File: src/rtl/sine_pkg.sv
// Shared widths, sample type and the constant 64-entry sine table.
package sine_pkg;

  localparam int unsigned LUT_DEPTH = 64;
  localparam int unsigned ADDR_W    = 6;
  localparam int unsigned DATA_W    = 8;

  typedef logic [DATA_W-1:0] sample_t;
  typedef logic [ADDR_W-1:0] addr_t;

  // round(128 + 127*sin(2*pi*k/64)); second half mirrors the first about 128
  localparam sample_t ROM_TABLE [LUT_DEPTH] = '{
    8'd128, 8'd140, 8'd153, 8'd165, 8'd177, 8'd188, 8'd199, 8'd209,
    8'd218, 8'd226, 8'd234, 8'd240, 8'd245, 8'd250, 8'd253, 8'd254,
    8'd255, 8'd254, 8'd253, 8'd250, 8'd245, 8'd240, 8'd234, 8'd226,
    8'd218, 8'd209, 8'd199, 8'd188, 8'd177, 8'd165, 8'd153, 8'd140,
    8'd128, 8'd116, 8'd103, 8'd91,  8'd79,  8'd68,  8'd57,  8'd47,
    8'd38,  8'd30,  8'd22,  8'd16,  8'd11,  8'd6,   8'd3,   8'd2,
    8'd1,   8'd2,   8'd3,   8'd6,   8'd11,  8'd16,  8'd22,  8'd30,
    8'd38,  8'd47,  8'd57,  8'd68,  8'd79,  8'd91,  8'd103, 8'd116
  };

endpackage

File: src/rtl/sine_rom.sv
// Synchronous 64x8 sine ROM; read data registered and updated only when enabled.
module sine_rom
  import sine_pkg::*;
(
  input  logic    clk_in,
  input  logic    rst,
  input  logic    en,
  input  addr_t   addr,
  output sample_t dout
);

  always_ff @(posedge clk_in) begin
    if (rst) begin
      dout <= '0;
    end else if (en) begin
      dout <= ROM_TABLE[addr];
    end
  end

endmodule

File: src/rtl/sine_wave_gen.sv
// Table-driven sine source: clock-enable divider steps a phase accumulator through the ROM.
module sine_wave_gen
  import sine_pkg::*;
#(
  parameter int unsigned CLK_DIV = 4
) (
  input  logic              clk_in,
  input  logic              rst,
  output logic [DATA_W-1:0] lut_out,
  output logic [DATA_W-1:0] sine,
  output logic [ADDR_W-1:0] phase
);

  localparam int unsigned CNT_W = (CLK_DIV > 1) ? $clog2(CLK_DIV) : 1;
  localparam logic [CNT_W-1:0] CNT_LAST = CNT_W'(CLK_DIV - 1);

  logic [CNT_W-1:0] div_cnt_q, div_cnt_d;
  addr_t            phase_q, phase_d;
  sample_t          sine_q, sine_d;
  sample_t          lut_q;
  logic             tick_c;

  // Divider, phase step and output pipeline advance together on tick only
  always_comb begin
    tick_c    = (div_cnt_q == CNT_LAST);
    div_cnt_d = div_cnt_q + CNT_W'(1);
    phase_d   = phase_q;
    sine_d    = sine_q;
    if (tick_c) begin
      div_cnt_d = '0;
      phase_d   = phase_q + ADDR_W'(1);
      sine_d    = lut_q;
    end
  end

  always_ff @(posedge clk_in) begin
    if (rst) begin
      div_cnt_q <= '0;
      phase_q   <= '0;
      sine_q    <= '0;
    end else begin
      div_cnt_q <= div_cnt_d;
      phase_q   <= phase_d;
      sine_q    <= sine_d;
    end
  end

  sine_rom u_rom (
    .clk_in (clk_in),
    .rst    (rst),
    .en     (tick_c),
    .addr   (phase_q),
    .dout   (lut_q)
  );

  assign lut_out = lut_q;
  assign sine    = sine_q;
  assign phase   = phase_q;

endmodule

File: config.mk
export PLATFORM = sky130hd
export DESIGN_NAME = sine_wave_gen
export DESIGN_NICKNAME = d
export VERILOG_FILES = /design/src/rtl/sine_pkg.sv /design/src/rtl/sine_rom.sv /design/src/rtl/sine_wave_gen.sv
export SDC_FILE = /design/constraint.sdc
export NUM_CORES = 1
export LEC_CHECK = 0
export ABC_AREA = 1
export BUFFER_PORTS_ARGS = -buffer_cell sky130_fd_sc_hd__buf_2
export CAP_MARGIN = 20
export CORE_MARGIN = 5
export CORE_UTILIZATION = 51
export CTS_CLUSTER_SIZE = 28
export DETAILED_ROUTE_END_ITERATION = 10
export PLACE_DENSITY = 0.72
export SLEW_MARGIN = 25
export SYNTH_ARGS = -nofsm -noshare
export SYNTH_HDL_FRONTEND = slang
export SYNTH_HIERARCHICAL = 1
export SYNTH_SLANG_ARGS = --single-unit
File: constraint.sdc
create_clock -name clk_in -period 2.4 [get_ports clk_in]
set_input_delay 0 -clock clk_in [delete_from_list [all_inputs] [get_ports clk_in]]
set_output_delay 0 -clock clk_in [all_outputs]
set_load 0.05 [all_outputs]
Word level (Yosys, flattened, before mapping)
Memory sizes are Yosys's and may differ from the RTL's. A register that Yosys moved wholly into a read port is not among the register bits. Cells that the tools add are included.

Register bits: 16. Memories kept: 1. Output and inout port bits: 22. Memory bits (read-only): 512. Bits of input ports: 2.

Memories: (no name shown) (depth 64, width 8, read ports 1, clocked after memory_dff 1, wr ports 0, RTL line sine_rom.sv:16) `dout <= ROM_TABLE[addr];`.

Equality and inequality tests: 1. Add/sub/neg operators: 2. Reductions and logical operators: 1. Bitwise logic cells: 1.

Operators by type and width (count): 6-bit NOT with 7-bit output (1); 6-bit by 1-bit adder with 6-bit output, second input constant (1); 2-bit by 1-bit adder with 2-bit output, second input constant (1); 2-bit equality test, second input constant (1); 2-bit OR reduction (1).

Logic depth before layout (Yosys ltp)
Depth in word-level cells: 2. Mapped depth: 11. Gate-level depth less buffers: 11.

By module
The synthesis kept the hierarchy.

Modules (own cells, without submodules): sine_rom (area an instance 1024.7 um^2, cells each 184, instances 1); sine_wave_gen (area an instance 653.1 um^2, cells each 78, instances 1).

Worst setup path after synthesis
Ideal clock, no wire load.

Path kind: register to register. From: reg phase_q[0] (netlist: phase[0]). To: reg u_rom.dout[2]. Required time: 2.330 ns. Arrival: 1.897 ns. Path slack: 0.434 ns. Cell stages (with the launch flop): 9. Clock period less this slack: 1.966 ns. Path buffers: 0. Path through: dfxtp_1 > inv_1 > ha_1 > or2_2 > nand3_1 > nand3_1 > nand2_1 > nand3_1 > a21oi_1.

Word-level cells in the longest chain between the ends: 1.

Ends and longest elaborated chain: from (decl) (RTL line sine_wave_gen.sv:18) `addr_t phase_q, phase_d;`; from (signal assigned) (RTL line sine_wave_gen.sv:43) `phase_q <= phase_d;`; 6-bit NOT with 7-bit output (not written as such) (RTL line sine_rom.sv:16); to (decl) (RTL line sine_rom.sv:9) `output sample_t dout`.

No other way between the ends. A chain may end at the register's enable or synchronous reset.

Final worst setup path
From: reg phase_q[1] (netlist: phase[1]). To: reg u_rom.dout[2].

The elaborated chain is that of the path after synthesis.

==> metrics <==
first-pass GRT wire length=approximately 7600 um; synthesized area per cell=6.40 um^2; Detailed Place HPWL=between 3000 and 4000 um; Worst Hold Class=reg -> reg; Yosys top cell area share=roughly 29%; Crit. End Element=flip-flop; Gate Count Post-Synth=around 260; largest net degree at the start of global routing=24; status=finished clean; H-tree level count=1; cell accounting for the most synthesized area=dfxtp_1; clock skew=between 0.005 and 0.006 ns; Area contributors post-synth=dfxtp_1 (29%), nand2_1 (16%), nand3_1 (8.4%), nor2_1 (7.6%), ha_1 (7.5%); Mapped Nets=between 200 and 300; proportion of synthesized area in mux cells=0%; Post-CTS Resized=0; Root Buffer=clkbuf_4; CTS Sinks=24; total of warnings raised by yosys=6; Via density=~5.5; Yosys cell types=24; largest family of logic cells by synthesized area=simple AND/OR/NAND/NOR gates; die height=between 60 and 70 um; final instance area=about 1900 um^2; antenna viol nets, final=0; fmax=about 0.55 GHz; clock slew at reported path FFs=between 0.1 and 0.15 ns; Die Width=about 67 um; final wirelength=approximately 4600 um; RSZ-0062 raised after global routing=no; P per Cell Area=roughly 500 nW/um^2; Total Routing Usage GR=between 20 and 25%; Compound-Gate Fraction of Synth Area=between 10% and 20%; crit start category=flip-flop; Synth Area in XOR/XNOR=0%; IO buf count=23; Final GP Congestion=1.03; Synth Flop Type=dfxtp_1; DR pass1 iterations=5; critical path arrival=between 2 and 2.5 ns; CTS Hold Bufs=1; leakage=just under 0.9 nW; via count=roughly 1800; setup TNS=0 ns; Max VDD drop=roughly 0.37 mV; crit share post-route=between 70% and 80%; Core Area=about 3100 um^2; Post-synth EDFFs=0; Final Hold Viols=0; WP data required=around 2.7 ns; min Tclk post-route=approximately 1.8 ns; # IOs=24; Num CTS Buffers=3; 1st-iter DRT viols=approximately 190; die area=between 4000 and 5000 um^2; post-synthesis sequential area ratio=28.6%; initial antenna violation count=0; simple-gate share of the synthesized area=approximately 37%; Final Setup Violations=0; adder and majority gate portion of the synthesized area=about 7.5%; Post-Syn Area=approximately 1700 um^2; count leader, synth=nand2_1; clk buf depth=2; worst skew pair latency=~0.31 ns; Placement Cell Area=between 1500 and 2000 um^2; slew margin rel.=about 65%; vias in the first global route=between 1500 and 2000; critical path type=reg -> reg; Max-Cap Viols=0; initial core utilization=about 54%; #FFs+latches synth=24; DRC=0; top cells by count, synth=nand2_1 (70), nor2_1 (34), nand3_1 (28); layout cells sized above 1=between 10% and 20%; actual slew at the worst max-slew pin=0.522 ns; synth-to-layout area growth=10.5%; fin nets=a little under 300; row cnt=20; average routed wire per standard cell=around 14 um; Tot Pwr=~0.9 mW; CTS tree=done; Remaining Overflow, GRT=0; # Post-CTS Setup Buffers=0; ys async rst share=0%; Crit Path Max Fanout=11; Final Max Slew Viols=0; n_diodes=0
[sequential cells by signal, indices dropped and copies added, names as in the netlist]
register    flops
div_cnt_q       2
sine            8
phase           6
u_rom/dout      8
[cell type report]
cell class,instances,area (um^2)
clock buffer,3,22.5
clock inverter,1,30.0
fill,356,1250
inverter,23,86.3
multi-input combinational,204,1020
sequential,24,480
tap,44,55.1
timing repair buffer,29,163
[per-stage QoR]
| step | util [%] | worst slack (ns) | cells | hold slack, ns |
|---|---|---|---|---|
| 2_1_floorplan | - | 0.434 | 262 | 0.0644 |
| 3_3_place_gp | 57.7 | 0.663 | 323 | 0.294 |
| 3_5_place_dp | 57.7 | 0.613 | 323 | 0.300 |
| 4_1_cts | 59.8 | 0.589 | 328 | 0.462 |
| 5_1_grt | 59.8 | 0.363 | 328 | 0.480 |
| 6_report | 59.8 | 0.580 | 328 | 0.457 |
[where the power goes]
group	total (mW)	leakage (nW)	internal, mW	switching [mW]
Clock	0.287	0.0279	0.169	0.118
Combinational	0.195	0.671	0.0526	0.143
Sequential	0.437	0.195	0.420	0.0167
[final timing paths]
| path | from | to | slack [ns] | cells past startpoint |
|---|---|---|---|---|
| hold / removal | div_cnt_q[0] | div_cnt_q[0] | 0.46 | 1 |
| hold reg to reg | div_cnt_q[0] | div_cnt_q[0] | 0.46 | 1 |
| setup reg to reg | phase[1] | u_rom/dout[2] | 0.58 | 10 |
| setup / recovery | phase[1] | u_rom/dout[2] | 0.58 | 10 |
[critical path, stage by stage, from the launching register on]
cell and delay [ns]:
dfxtp_1 0.56, inv_1 0.22, ha_1 0.34, inv_1 0.05
nor2_1 0.13, nand2_1 0.07, nand3_1 0.10, nor2_1 0.04
nand2_1 0.06, nand3_1 0.07, a21oi_1 0.12
[layer usage]
layer  track usage [%]  vias to the layer above  share of wire, %
met5                 0                        -                 0
met3              3.99                        6               7.6
li1                  -                      902                 -
met2              37.3                       98                48
met4              5.57                        0               1.2
met1              28.9                      796                43
[logic make-up (layout without fill, tap and decap cells)]
| logic type | count (synthesis) | after routing |
|---|---|---|
| buffers and inverters | 34 | 56 |
| AO/OA/AOI/OAI | 52 | 52 |
| AND/OR/NAND/NOR | 142 | 142 |
| adder cells (fa/ha/maj) | 10 | 10 |
| flip-flops | 24 | 24 |
[layout by cell type (no fill, tap or decap), drive strengths merged, types with 3 or more instances in the layout]
cell type | netlist | final
o211ai | 3 | 3
dfxtp | 24 | 24
a21oi | 18 | 18
ha | 10 | 10
a31oi | 3 | 3
nand3 | 29 | 29
o21ai | 27 | 27
nand2 | 71 | 71
nor2 | 38 | 38
buf | 11 | 28
inv | 23 | 23
clkbuf | 0 | 3
No activity file was read; power rests on OpenSTA's default activity.
